`config.mk`:
```
export PLATFORM = sky130hd
export DESIGN_NAME = cbrt_arbiter_flat
export DESIGN_NICKNAME = d
export VERILOG_FILES = /design/src/rtl/cbrt_arbiter_if.sv /design/src/rtl/cbrt_arbiter.sv /design/src/flat_wrapper.sv
export SDC_FILE = /design/constraint.sdc
export NUM_CORES = 1
export LEC_CHECK = 0
export BUFFER_PORTS_ARGS = -buffer_cell sky130_fd_sc_hd__buf_2
export CAP_MARGIN = 40
export CORE_UTILIZATION = 45
export CTS_BUF_LIST = sky130_fd_sc_hd__clkbuf_4 sky130_fd_sc_hd__clkbuf_8
export CTS_CLUSTER_SIZE = 28
export DETAILED_ROUTE_END_ITERATION = 10
export PLACE_DENSITY = 0.93
export SYNTH_ARGS = -nofsm -noshare
export SYNTH_HDL_FRONTEND = slang
export SYNTH_SLANG_ARGS = --single-unit
```
`constraint.sdc`:
```
create_clock -name clk -period 2.8 [get_ports clk]
set_clock_uncertainty 0.05 [all_clocks]
set_input_delay 0.42 -clock clk [delete_from_list [all_inputs] [get_ports clk]]
set_output_delay 0.42 -clock clk [all_outputs]
set_load 0.03 [all_outputs]
```
`src/rtl/cbrt_arbiter_if.sv`:
```
// Bus between the cbrt arbiter, its requesters and the shared cbrt unit.
// slave = arbiter side, master = environment (requesters plus cbrt unit).
interface cbrt_arbiter_if #(
    parameter int NREQ = 4,
    parameter int IDW  = 2
);
    // Handshake: requester i raises req_valid[i] with req_x stable and holds both until
    // req_ready[i] pulses for one cycle (the accept). resp_valid is a one-cycle pulse with
    // no backpressure. The cbrt unit gets a one-cycle cbrt_start, raises cbrt_busy while
    // working, and cbrt_result is valid once cbrt_busy is low again.
    logic [NREQ-1:0]    req_valid;
    logic [16*NREQ-1:0] req_x;
    logic [NREQ-1:0]    req_ready;
    logic               resp_valid;
    logic [IDW-1:0]     resp_id;
    logic [15:0]        resp_data;
    logic               arb_busy;
    logic [15:0]        cbrt_x;
    logic               cbrt_start;
    logic               cbrt_busy;
    logic [15:0]        cbrt_result;

    modport slave (
        input  req_valid, req_x, cbrt_busy, cbrt_result,
        output req_ready, resp_valid, resp_id, resp_data, arb_busy, cbrt_x, cbrt_start
    );

    modport master (
        output req_valid, req_x, cbrt_busy, cbrt_result,
        input  req_ready, resp_valid, resp_id, resp_data, arb_busy, cbrt_x, cbrt_start
    );
endinterface

```
`src/rtl/cbrt_arbiter.sv`:
```
// Round-robin arbiter/sequencer sharing one cbrt unit among NREQ requesters.
// Optional macro CBRT_ARB_BYPASS_EN adds a one-entry (x, result) cache that skips cbrt on a repeat operand.
module cbrt_arbiter #(
    parameter int NREQ = 4,
    parameter int IDW  = 2
) (
    input  logic          clk,
    input  logic          rst_n,
    cbrt_arbiter_if.slave bus,
    output logic [2:0]    o_dbg_state
);
    typedef enum logic [2:0] {
        S_IDLE      = 3'd0,
        S_ISSUE     = 3'd1,
        S_WAIT_BUSY = 3'd2,
        S_WAIT_DONE = 3'd3,
        S_RESP      = 3'd4
    } state_t;

    state_t          r_state;
    state_t          w_next;
    logic [IDW-1:0]  r_rr_ptr;
    logic [IDW-1:0]  r_id;
    logic [IDW-1:0]  w_winner;
    logic [IDW-1:0]  w_idx;
    logic [IDW-1:0]  w_ptr_next;
    logic [15:0]     r_x;
    logic [15:0]     r_result;
    logic [15:0]     w_sel_x;
    logic [15:0]     w_cache_res;
    logic [NREQ-1:0] w_ready;
    logic            r_wait_cnt;
    logic            w_any;
    logic            w_accept;
    logic            w_capture;
    logic            w_hit;

    // Scan from rr_ptr upward with wrap; iterating from the far end lets the nearest hit win.
    always_comb begin
        w_any    = 1'b0;
        w_winner = '0;
        w_idx    = '0;
        for (int k = NREQ - 1; k >= 0; k--) begin
            w_idx = IDW'((int'(r_rr_ptr) + k) % NREQ);
            if (bus.req_valid[w_idx]) begin
                w_any    = 1'b1;
                w_winner = w_idx;
            end
        end
    end

    always_comb begin
        w_sel_x = '0;
        w_ready = '0;
        for (int i = 0; i < NREQ; i++) begin
            if (w_winner == IDW'(i)) begin
                w_sel_x = bus.req_x[16*i +: 16];
            end
            w_ready[i] = (r_state == S_IDLE) && w_any && (w_winner == IDW'(i));
        end
    end

    assign w_ptr_next = (int'(w_winner) == NREQ - 1) ? '0 : w_winner + IDW'(1);

`ifdef CBRT_ARB_BYPASS_EN
    logic        r_cache_vld;
    logic [15:0] r_cache_x;
    logic [15:0] r_cache_res;

    assign w_hit       = r_cache_vld && (w_sel_x == r_cache_x);
    assign w_cache_res = r_cache_res;

    always_ff @(posedge clk or negedge rst_n) begin
        if (!rst_n) begin
            r_cache_vld <= 1'b0;
            r_cache_x   <= '0;
            r_cache_res <= '0;
        end else if (w_capture) begin
            r_cache_vld <= 1'b1;
            r_cache_x   <= r_x;
            r_cache_res <= bus.cbrt_result;
        end
    end
`else
    assign w_hit       = 1'b0;
    assign w_cache_res = '0;
`endif

    always_comb begin
        w_next    = r_state;
        w_accept  = 1'b0;
        w_capture = 1'b0;
        case (r_state)
            S_IDLE: begin
                if (w_any) begin
                    w_accept = 1'b1;
                    w_next   = w_hit ? S_RESP : S_ISSUE;
                end
            end
            S_ISSUE: w_next = S_WAIT_BUSY;
            // Second cycle without busy means the start was missed; carry on regardless.
            S_WAIT_BUSY: begin
                if (bus.cbrt_busy || r_wait_cnt) begin
                    w_next = S_WAIT_DONE;
                end
            end
            S_WAIT_DONE: begin
                if (!bus.cbrt_busy) begin
                    w_capture = 1'b1;
                    w_next    = S_RESP;
                end
            end
            S_RESP:  w_next = S_IDLE;
            default: w_next = S_IDLE;
        endcase
    end

    always_ff @(posedge clk or negedge rst_n) begin
        if (!rst_n) begin
            r_state    <= S_IDLE;
            r_rr_ptr   <= '0;
            r_x        <= '0;
            r_id       <= '0;
            r_result   <= '0;
            r_wait_cnt <= 1'b0;
        end else begin
            r_state    <= w_next;
            r_wait_cnt <= (r_state == S_WAIT_BUSY);
            if (w_accept) begin
                r_x      <= w_sel_x;
                r_id     <= w_winner;
                r_rr_ptr <= w_ptr_next;
            end
            if (w_capture) begin
                r_result <= bus.cbrt_result;
            end else if (w_accept && w_hit) begin
                r_result <= w_cache_res;
            end
        end
    end

    assign bus.req_ready  = w_ready;
    assign bus.resp_valid = (r_state == S_RESP);
    assign bus.resp_id    = r_id;
    assign bus.resp_data  = r_result;
    assign bus.arb_busy   = (r_state != S_IDLE);
    assign bus.cbrt_x     = r_x;
    assign bus.cbrt_start = (r_state == S_ISSUE);
    assign o_dbg_state    = r_state;
endmodule

```
`src/flat_wrapper.sv`:
```
// flat-port wrapper written by rule: the top's interface ports become plain ports
module cbrt_arbiter_flat 
#(
    parameter int NREQ = 4,
    parameter int IDW  = 2
)
  (clk, rst_n, o_dbg_state, bus_req_valid, bus_req_x, bus_cbrt_busy, bus_cbrt_result, bus_req_ready, bus_resp_valid, bus_resp_id, bus_resp_data, bus_arb_busy, bus_cbrt_x, bus_cbrt_start);
  cbrt_arbiter_if #(.NREQ(NREQ), .IDW(IDW)) bus_i ();
  input  logic clk;
  input  logic rst_n;
  output logic [2:0] o_dbg_state;
  input wire logic [$bits(bus_i.req_valid)-1:0] bus_req_valid;
  input wire logic [$bits(bus_i.req_x)-1:0] bus_req_x;
  input wire logic [$bits(bus_i.cbrt_busy)-1:0] bus_cbrt_busy;
  input wire logic [$bits(bus_i.cbrt_result)-1:0] bus_cbrt_result;
  output wire logic [$bits(bus_i.req_ready)-1:0] bus_req_ready;
  output wire logic [$bits(bus_i.resp_valid)-1:0] bus_resp_valid;
  output wire logic [$bits(bus_i.resp_id)-1:0] bus_resp_id;
  output wire logic [$bits(bus_i.resp_data)-1:0] bus_resp_data;
  output wire logic [$bits(bus_i.arb_busy)-1:0] bus_arb_busy;
  output wire logic [$bits(bus_i.cbrt_x)-1:0] bus_cbrt_x;
  output wire logic [$bits(bus_i.cbrt_start)-1:0] bus_cbrt_start;
  assign bus_i.req_valid = bus_req_valid;
  assign bus_i.req_x = bus_req_x;
  assign bus_i.cbrt_busy = bus_cbrt_busy;
  assign bus_i.cbrt_result = bus_cbrt_result;
  assign bus_req_ready = bus_i.req_ready;
  assign bus_resp_valid = bus_i.resp_valid;
  assign bus_resp_id = bus_i.resp_id;
  assign bus_resp_data = bus_i.resp_data;
  assign bus_arb_busy = bus_i.arb_busy;
  assign bus_cbrt_x = bus_i.cbrt_x;
  assign bus_cbrt_start = bus_i.cbrt_start;
  cbrt_arbiter #(.NREQ(NREQ), .IDW(IDW)) u_core (.clk(clk), .rst_n(rst_n), .bus(bus_i), .o_dbg_state(o_dbg_state));
endmodule
```
# --- Word level (Yosys, flattened, before mapping) ---
# Cells that the tools add are included.
# W data, S select, Z words.
word_totals:
  out_inout_bits: 44
  input_bits: 87
  register_bits: 40
  elab_cells: 64
classes:
  order_cmp: 4
  addsub: 4
  reduce_logical: 10
  mux: 29
  n_eq_ne: 11
ops:
  columns: ["cell", "count"]
  rows:
  - ["$mux W16", 4]
  - ["$lt A2 B3 Y1 const B", 4]
  - ["$mux W1", 12]
  - ["$pmux W3 S4", 1]
  - ["$mux W2", 5]
  - ["$mux W3", 3]
  - ["$bmux W1 S2", 4]
  - ["$eq A3 B2 Y1 const B", 2]
  - ["$logic_and A1 B1 Y1", 5]
  - ["$add A2 B1 Y2 const B", 2]
  - ["$add A2 B2 Y2 const B", 2]
  - ["$eq A2 B1 Y1 const B", 2]
  - ["$eq A2 B2 Y1 const B", 2]
  - ["$ne A2 B1 Y1 const B", 2]
  - ["$eq A3 B1 Y1 const B", 1]
  - ["$eq A3 B3 Y1 const B", 1]
  - ["$logic_not A3 Y1", 1]
  - ["$reduce_and A3 Y1", 1]
  - ["$reduce_bool A3 Y1", 1]
  - ["$logic_not A2 Y1", 1]
  - ["$ne A2 B2 Y1 const B", 1]
  - ["$logic_or A1 B1 Y1", 1]

# --- Logic depth before layout (Yosys ltp) ---
# Gate-level depths: netlist (run 1).
depth:
  word_depth: 12
  depth_mapped: 11
  ltp_nobuf: 9

# --- Worst setup path before layout (run 1) ---
# Ideal clock, no wire load.
synth_path:
  kind: "input to output"
  startpoint: "input port bus_req_valid[0]"
  endpoint: "output port bus_req_ready[3]"
  arrival_ns: 2.073
  stages: 8
  slack_ns: 0.257
  n_path_buf: 2
  cell_sequence: "nor2b_1 nor3b_1 o22ai_1 inv_1 ha_1 clkbuf_1 buf_1 and2_1"
synth_between:
  elab_chain_len: 8
  elab_cells_between_ends: 19
  classes_between: "1 x eq/ne; 16 x mux; 2 x reduce/logical"
synth_lines:
  columns: ["element", "line_no", "text"]
  rows:
  - ["start, declared", "flat_wrapper.sv:12", "input wire logic [$bits(bus_i.req_valid)-1:0] bus_req_valid;"]
  - ["$bmux W1 S2", "cbrt_arbiter.sv:45", "if (bus.req_valid[w_idx]) begin"]
  - ["$mux W1 (implied by the code)", "cbrt_arbiter.sv:45", null]
  - ["$mux W2 (3 in a row)", "cbrt_arbiter.sv:45", null]
  - ["$mux W2 (*)", "cbrt_arbiter.sv:45", null]
  - ["via u_core.w_winner[0]", "cbrt_arbiter.sv:24", "logic [IDW-1:0] w_winner;"]
  - ["$eq A2 B2 Y1 (*)", "cbrt_arbiter.sv:59", "w_ready[i] = (r_state == S_IDLE) && w_any && (w_winner == IDW'(i));"]
  - ["$logic_and A1 B1 Y1 (*)", "cbrt_arbiter.sv:59", null]
  - ["end, declared", "flat_wrapper.sv:16", "output wire logic [$bits(bus_i.req_ready)-1:0] bus_req_ready;"]
# The timed path passes the listed nets; every way through them passes the cells marked *. The select of a mux whose other input is x is not followed.

# --- Worst setup path in the final report (run 1) ---
layout_path:
  startpoint: "register u_core.r_rr_ptr[0]"
  endpoint: "output port bus_req_ready[1]"
layout_between:
  elab_chain_len: 9
  elab_cells_between_ends: 22
  classes_between: "3 x add/sub; 1 x eq/ne; 16 x mux; 2 x reduce/logical"
layout_lines:
  columns: ["element", "line_no", "text"]
  rows:
  - ["start, declared", "cbrt_arbiter.sv:22", "logic [IDW-1:0] r_rr_ptr;"]
  - ["start signal, assigned", "cbrt_arbiter.sv:132", "r_rr_ptr <= w_ptr_next;"]
  - ["$add A2 B2 Y2", "cbrt_arbiter.sv:44", "w_idx = IDW'((int'(r_rr_ptr) + k) % NREQ);"]
  - ["$bmux W1 S2", "cbrt_arbiter.sv:45", null]
  - ["$mux W1 (implied by the code)", "cbrt_arbiter.sv:45", null]
  - ["$mux W2 (3 in a row)", "cbrt_arbiter.sv:45", null]
  - ["$mux W2 (*)", "cbrt_arbiter.sv:45", null]
  - ["via u_core.w_winner[0]", "cbrt_arbiter.sv:24", null]
  - ["$eq A2 B1 Y1 (*)", "cbrt_arbiter.sv:59", null]
  - ["$logic_and A1 B1 Y1 (*)", "cbrt_arbiter.sv:59", null]
# Marks and branches as above.

==> key figures, run 1 <==
CTS
  • H-tree depth: 2
  • Clock Latency Late Sink: 290 ps
  • Max clock buf depth: 2
  • Root Driver: clkbuf_8
  • Num Clock Sinks: 40
  • CTS buffer count: 5
  • CTS tree: built
  • Clock transition at the registers of the reported paths: 80 ps

Drt
  • # DRC: 0
  • Avg Vias per Cell: between 5 and 6
  • Drt initial violations: 79
  • Via count: 2171
  • Drt pass-1 iters: 4
  • Final wirelength: 5970 um
  • Routed WL per cell: 14.3 um
  • Remaining antenna violation count: 0

Timing
  • Max Freq: between 0.3 and 0.4 GHz
  • Worst-Margin Slew: 428 ps
  • Worst slew margin: 0.714
  • Final Setup Violations: 0
  • Final Hold Slack: approximately 310 ps
  • Fin. Hold Viols: 0
  • Fin crit share: 0.921
  • Minimum clock period: around 2600 ps
  • Setup tns final: 0 ps
  • Setup repair after global routing missed its margin: no
  • Pins Over Slew Limit: 0

Logic synthesis
  • Dominant cell type by area after synthesis: dfrtp_1
  • Most common flop cell mapped by yosys: dfrtp_1
  • Cell count after synthesis: between 200 and 250
  • Synth top area share: 0.454
  • Largest cells by area after synthesis: dfrtp_1 45%, mux2_2 8.7%, a221oi_1 6.4%, a211o_1 6.0%, a21oi_2 6.0%
  • Sequential share of the synthesized area: 0.454
  • EDFF count, synth: 0
  • Synth top cells by count: 40 x dfrtp_1, 20 x inv_1, 19 x a21oi_1, 19 x nor2_1, 17 x mux2_2
  • Yosys warns: 0
  • Post-synth cell types: 31
  • Flops & latches, synth: 40
  • Fraction of registers with async set/reset: 1.00
  • Mapped cell area: approximately 0.0022 mm2
  • Most common cell in the netlist: dfrtp_1
  • Mean Syn Cell Area: 10.2 um2
  • Syn Nets: 308

Global route
  • Total GRT Usage: 0.235
  • Largest net degree at the start of global routing: 39
  • Gr ovfl total: 0
  • Initial antenna violation count: 0
  • Global-route wire length before repair: between 9000 and 10000 um
  • Vias in the first global route: 2066

Worst setup path
  • Worst r2r dst: u_core.bus.cbrt_x[12]
  • R2r setup slk: around 380 ps
  • Crit start category: flop
  • CP endpoint kind: primary output
  • Largest fanout on the critical path: 18
  • R2r worst-path depth: 10
  • RR Startpoint: u_core.r_rr_ptr[0]
  • Crit path DAT: between 2000 and 2500 ps
  • WP data required: 2330 ps
  • Worst setup path category: flop to primary output

Placed design
  • Detailed placement HPWL: between 4000 and 5000 um
  • Gpl congestion: 0.829
  • Port Buffers: 130

Power and ir drop
  • P per Cell Area: 1240 mW/mm2
  • Total power: ~3.8 mW
  • Leak: ~1.6 nW
  • Peak VDD IR: a little over 0.7 mV

Floorplan
  • Initial core utilization: 0.467
  • Die area: a little over 0.005 mm2
  • IO Pins: 131
  • Standard-cell rows: 25
  • Chip Width: slightly above 70 um
  • Core area: between 0.004 and 0.005 mm2
  • Die height: 72.0 um

Final layout
  • Ratio of cells with drive above 1 in the final layout: 0.536
  • Area delta synth->final: 39.6%
  • Fin nets: around 440
  • # diodes: 0

Worst hold path
  • Hold Crit Class: input pin to flop
  • Hold Path Depth: 2
  • Hold Startpoint: bus_cbrt_result[6]
  • Destination of the worst hold path: u_core.bus.resp_data[6]

Outcome
  • Status: finished, final reports clean

Flow run
  • Max cap viols: 0
-- power breakdown --
group / leakage, nW / internal, mW / total, mW / switching, mW
logic: 1.04 / 0.844 / 2.24 / 1.39
registers: 0.468 / 0.874 / 1.06 / 0.185
clock network: 0.0645 / 0.315 / 0.517 / 0.202
total: 1.57 / 2.03 / 3.81 / 1.78
-- what timing repair did --
item                       in CTS  in global routing
resized for setup               0                  1
buffers inserted                0                  0
hold buffers                    1                  0
setup endpoints to repair       0                  1
hold endpoints to repair        2                  0
-- metrics by stage --
step                utilization  instance area [um2]  setup slack [ps]  std cells
floorplan                     -                 2200               257        217
global placement          0.617                 2920               276        406
detailed placement        0.621                 2940               106        407
CTS                       0.650                 3070               120        416
global route              0.652                 3080              71.4        416
finish                    0.652                 3080               222        416
-- cell type report --
type	count	area, um2
clock buffers	7	96.3
well taps	67	83.8
multi-input cells	140	1040
clock inverters	1	30.0
fillers	407	1650
repair buffers	141	748
inverters	20	75.1
flip-flops and latches	40	1000
-- layer usage --
metal / share of wire / vias to the layer above / routed length, um / global-route usage
li1: - / 1030 / - / -
met1: 0.41 / 1015 / 2460 / 0.290
met2: 0.47 / 114 / 2830 / 0.381
met3: 0.095 / 12 / 567 / 0.0847
met4: 0.018 / 0 / 108 / 0.0871
met5: 0 / - / 0 / 0
-- critical path: stages (launching register included) --
cell and delay (ps):
dfrtp_1 380, nor2b_1 70, nor3b_1 260, o22ai_2 190
inv_1 120, ha_1 200, buf_4 240, and2_1 160
buf_2 190
-- placed cells by master (no fill, tap or decap), types with 3 or more instances in the layout --
cell / count
nor2_1: 19
buf_4: 9
nand2_1: 7
buf_2: 130
nor2b_1: 4
ha_1: 4
inv_1: 20
a221oi_1: 16
a21oi_2: 15
clkbuf_8: 7
a211o_1: 15
a21oi_1: 19
mux2_2: 17
dfrtp_1: 40
and2_1: 5
nor3b_1: 3
-- flip-flops by register name (all words and copies together), names as in the netlist --
signal,count
u_core.bus.cbrt_x,16
u_core.bus.resp_data,16
u_core.r_rr_ptr,2
u_core.o_dbg_state,3
u_core.r_wait_cnt,1
u_core.bus.resp_id,2
-- worst max-delay path by stage --
| stage | startpoint | endpoint | slack (ps) | cells past startpoint |
|---|---|---|---|---|
| 6_report | u_core.r_rr_ptr[0] | bus_req_ready[1] | 220 | 8 |
| 2_1_floorplan | bus_req_valid[0] | bus_req_ready[3] | 260 | 8 |
| 4_1_cts | u_core.r_rr_ptr[0] | bus_req_ready[1] | 120 | 8 |
| 3_3_place_gp | bus_req_valid[2] | u_core.bus.cbrt_x[13] | 280 | 11 |
| 5_1_grt | u_core.r_rr_ptr[0] | bus_req_ready[1] | 70 | 8 |
| 3_5_place_dp | bus_req_valid[0] | u_core.bus.cbrt_x[13] | 110 | 11 |
-- logic make-up after synthesis --
kind of cell / count (synthesis) / synth area share
adder cells (fa/ha/maj): 4 / 0.0227
AO/OA/AOI/OAI: 72 / 0.245
flip-flops: 40 / 0.454
multiplexers: 17 / 0.0868
buffers and inverters: 37 / 0.0755
AND/OR/NAND/NOR: 47 / 0.116
Power figures use the tool's default switching activity.
==> run 2, diff against run 1 <==
--- a/config.mk
+++ b/config.mk
@@ -6,7 +6,7 @@
 export NUM_CORES = 1
 export LEC_CHECK = 0
 export BUFFER_PORTS_ARGS = -buffer_cell sky130_fd_sc_hd__buf_2
-export CAP_MARGIN = 40
+export CAP_MARGIN = 30
 export CORE_UTILIZATION = 45
 export CTS_BUF_LIST = sky130_fd_sc_hd__clkbuf_4 sky130_fd_sc_hd__clkbuf_8
 export CTS_CLUSTER_SIZE = 28
==> constraint.sdc (replaced) <==
create_clock -name clk -period 2.8 [get_ports clk]
set_clock_uncertainty 0.05 [all_clocks]
set_input_delay 0.14 -clock clk [delete_from_list [all_inputs] [get_ports clk]]
set_output_delay 0.14 -clock clk [all_outputs]
set_load 0.03 [all_outputs]
==> key figures, run 2 (synthesis results as in run 1) <==
Outcome
  • Status: finished, final reports clean (unchanged)

Placed design
  • Gpl congestion: 0.811 (was 0.829)
  • Port Buffers: 130 (unchanged)
  • Detailed placement HPWL: 4210 um (was 4400 um)
  • Dpl cell area: 0.00290 mm2 (was 0.00294 mm2)

Global route
  • Initial antenna violation count: 0 (unchanged)
  • Vias in the first global route: 2052 (was 2066)
  • Largest net degree at the start of global routing: 41 (was 39)
  • Global-route wire length before repair: 9000 um (was 9430 um)
  • Gr ovfl total: 0 (unchanged)
  • Total GRT Usage: 0.222 (was 0.235)

Final layout
  • # fillers: 408 (was 407)
  • Commonest non-fill, non-tap cell in the layout: buf_2 (unchanged)
  • Layout Utilization: 0.645 (was 0.652)
  • Ratio of cells with drive above 1 in the final layout: 0.532 (was 0.536)
  • Fin area: 0.00305 mm2 (was 0.00308 mm2)
  • Most frequent cells in the layout: 130 x buf_2, 40 x dfrtp_1, 20 x inv_1, 19 x nor2_1, 19 x a21oi_1 (unchanged)
  • Area delta synth->final: 38.3% (was 39.6%)
  • Fin nets: 434 (was 439)
  • # diodes: 0 (unchanged)

Power and ir drop
  • Sw Ratio: 0.464 (was 0.467)
  • Leak: 1.55 nW (was 1.57 nW)
  • Psw: 1.75 mW (was 1.78 mW)
  • Logic pwr share: 0.584 (was 0.587)
  • Peak VDD IR: 0.662 mV (was 0.712 mV)
  • Total power: 3.77 mW (was 3.81 mW)
  • Int Power: 2.02 mW (was 2.03 mW)
  • P per Cell Area: 1240 mW/mm2 (about the same)
  • Sequential cell fraction of total power: 0.281 (was 0.278)
  • Clock share of power: 0.135 (was 0.136)

Drt
  • Final wirelength: 5620 um (was 5970 um)
  • # DRC: 0 (unchanged)
  • Drt initial violations: 78 (was 79)
  • Via count: 2124 (was 2171)
  • Remaining antenna violation count: 0 (unchanged)
  • Drt pass-1 iters: 4 (unchanged)
  • Avg Vias per Cell: 5.17 (was 5.22)
  • Routed WL per cell: 13.7 um (was 14.3 um)

CTS
  • CTS tree: built (unchanged)
  • Root Driver: clkbuf_8 (unchanged)
  • H-tree depth: 2 (unchanged)
  • Clock Latency Late Sink: 280 ps (was 290 ps)
  • CTS buffer count: 5 (unchanged)
  • Max clock buf depth: 2 (unchanged)
  • Total setup buffers inserted after CTS: 0 (unchanged)
  • Clock transition at the registers of the reported paths: 80 ps (about the same)
  • Num Clock Sinks: 40 (unchanged)

Worst setup path
  • Worst Setup SP: u_core.r_rr_ptr[0] (unchanged)
  • R2r setup slk: 400 ps (was 380 ps)
  • WP data required: 2610 ps (was 2330 ps)
  • CP endpoint kind: primary output (unchanged)
  • Worst r2r dst: u_core.bus.cbrt_x[11] (was u_core.bus.cbrt_x[12])
  • Crit start category: flop (unchanged)
  • Largest fanout on the critical path: 21 (was 18)
  • Critical Path End: bus_req_ready[3] (was bus_req_ready[1])
  • Worst setup path category: flop to primary output (unchanged)
  • R2r worst-path depth: 10 (unchanged)
  • RR Startpoint: u_core.r_rr_ptr[0] (unchanged)
  • Crit path DAT: 2400 ps (was 2110 ps)

Timing
  • Setup tns final: 0 ps (unchanged)
  • Setup repair after global routing missed its margin: no (unchanged)
  • Worst-Margin Slew: 883 ps (was 428 ps)
  • Pins Over Slew Limit: 0 (unchanged)
  • Worst slew margin: 0.411 (was 0.714)
  • Fin crit share: 0.924 (was 0.921)
  • Final Setup Violations: 0 (unchanged)
  • Fin. Hold Viols: 0 (unchanged)
  • Minimum clock period: 2590 ps (was 2580 ps)
  • Max Freq: 0.386 GHz (was 0.388 GHz)

Floorplan
  • Initial core utilization: 0.467 (unchanged)
  • Die height: 72.0 um (unchanged)
  • Standard-cell rows: 25 (unchanged)
  • Die area: 0.00518 mm2 (unchanged)
  • Core area: 0.00472 mm2 (unchanged)
  • IO Pins: 131 (unchanged)
  • Chip Width: 72.0 um (unchanged)

Worst hold path
  • Hold Crit Class: input pin to flop (unchanged)

Flow run
  • Max cap viols: 0 (unchanged)
run 2: metal layers:
metal  global-route usage  routed length, um  vias to the layer above
met4               0.0719                 73                        0
met2                0.379               2690                      110
li1                     -                  -                     1023
met3               0.0667                502                        8
met5                    0                  0                        -
met1                0.269               2360                      983
run 2: timing repair:
item                                    CTS  global route
hold endpoints to repair                 40             0
hold buffers                              1             0
resized for setup                         0             2
endpoints found under the setup margin    0             1
run 2: worst min path at each step:
| stage | to | cells after the start | startpoint | slack (ps) |
|---|---|---|---|---|
| floorplan | u_core.bus.cbrt_x[0] | 0 | rst_n | -210 |
| finish | u_core.bus.resp_data[6] | 2 | bus_cbrt_result[6] | 40 |
| global route | u_core.bus.resp_data[3] | 2 | bus_cbrt_result[3] | 30 |
| detailed placement | u_core.bus.resp_data[12] | 1 | rst_n | 260 |
| CTS | u_core.bus.resp_data[6] | 2 | bus_cbrt_result[6] | 30 |
| global placement | u_core.bus.resp_data[12] | 1 | rst_n | 250 |
run 2: layout make-up:
class | instances | area [um2] | share of cell area
repair buffers | 136 | 711 | 0.233
clock buffers | 7 | 96.3 | 0.0316
well taps | 67 | 83.8 | 0.0275
inverters | 20 | 75.1 | 0.0246
multi-input cells | 140 | 1050 | 0.345
clock inverters | 1 | 30.0 | 0.00985
flip-flops and latches | 40 | 1000 | 0.328
run 2: power groups by stage:
stage | clock network (mW) | logic, mW | registers [mW]
6_report | 0.509 | 2.20 | 1.06
5_1_grt | 0.543 | 2.40 | 1.10
4_1_cts | 0.526 | 2.21 | 1.06
3_5_place_dp | 0 | 2.21 | 1.06
3_3_place_gp | 0 | 2.15 | 1.05
2_1_floorplan | 0 | 1.10 | 1.58
run 2: metrics by stage:
step	hold slack, ps	setup slack (ps)	instances
after global placement	252	428	402
after floorplan	-206	572	217
after CTS	26.8	113	411
final	35.5	212	411
after global routing	29.7	74.1	411
after detailed placement	263	281	402
run 2: worst max-delay path: stages, from the launching register on:
cell and delay (ps):
dfrtp_1 370, nor2b_1 80, nor3b_1 220, o22ai_2 160, inv_1 110, ha_1 550, buf_12 250, and2_1 150
buf_2 190
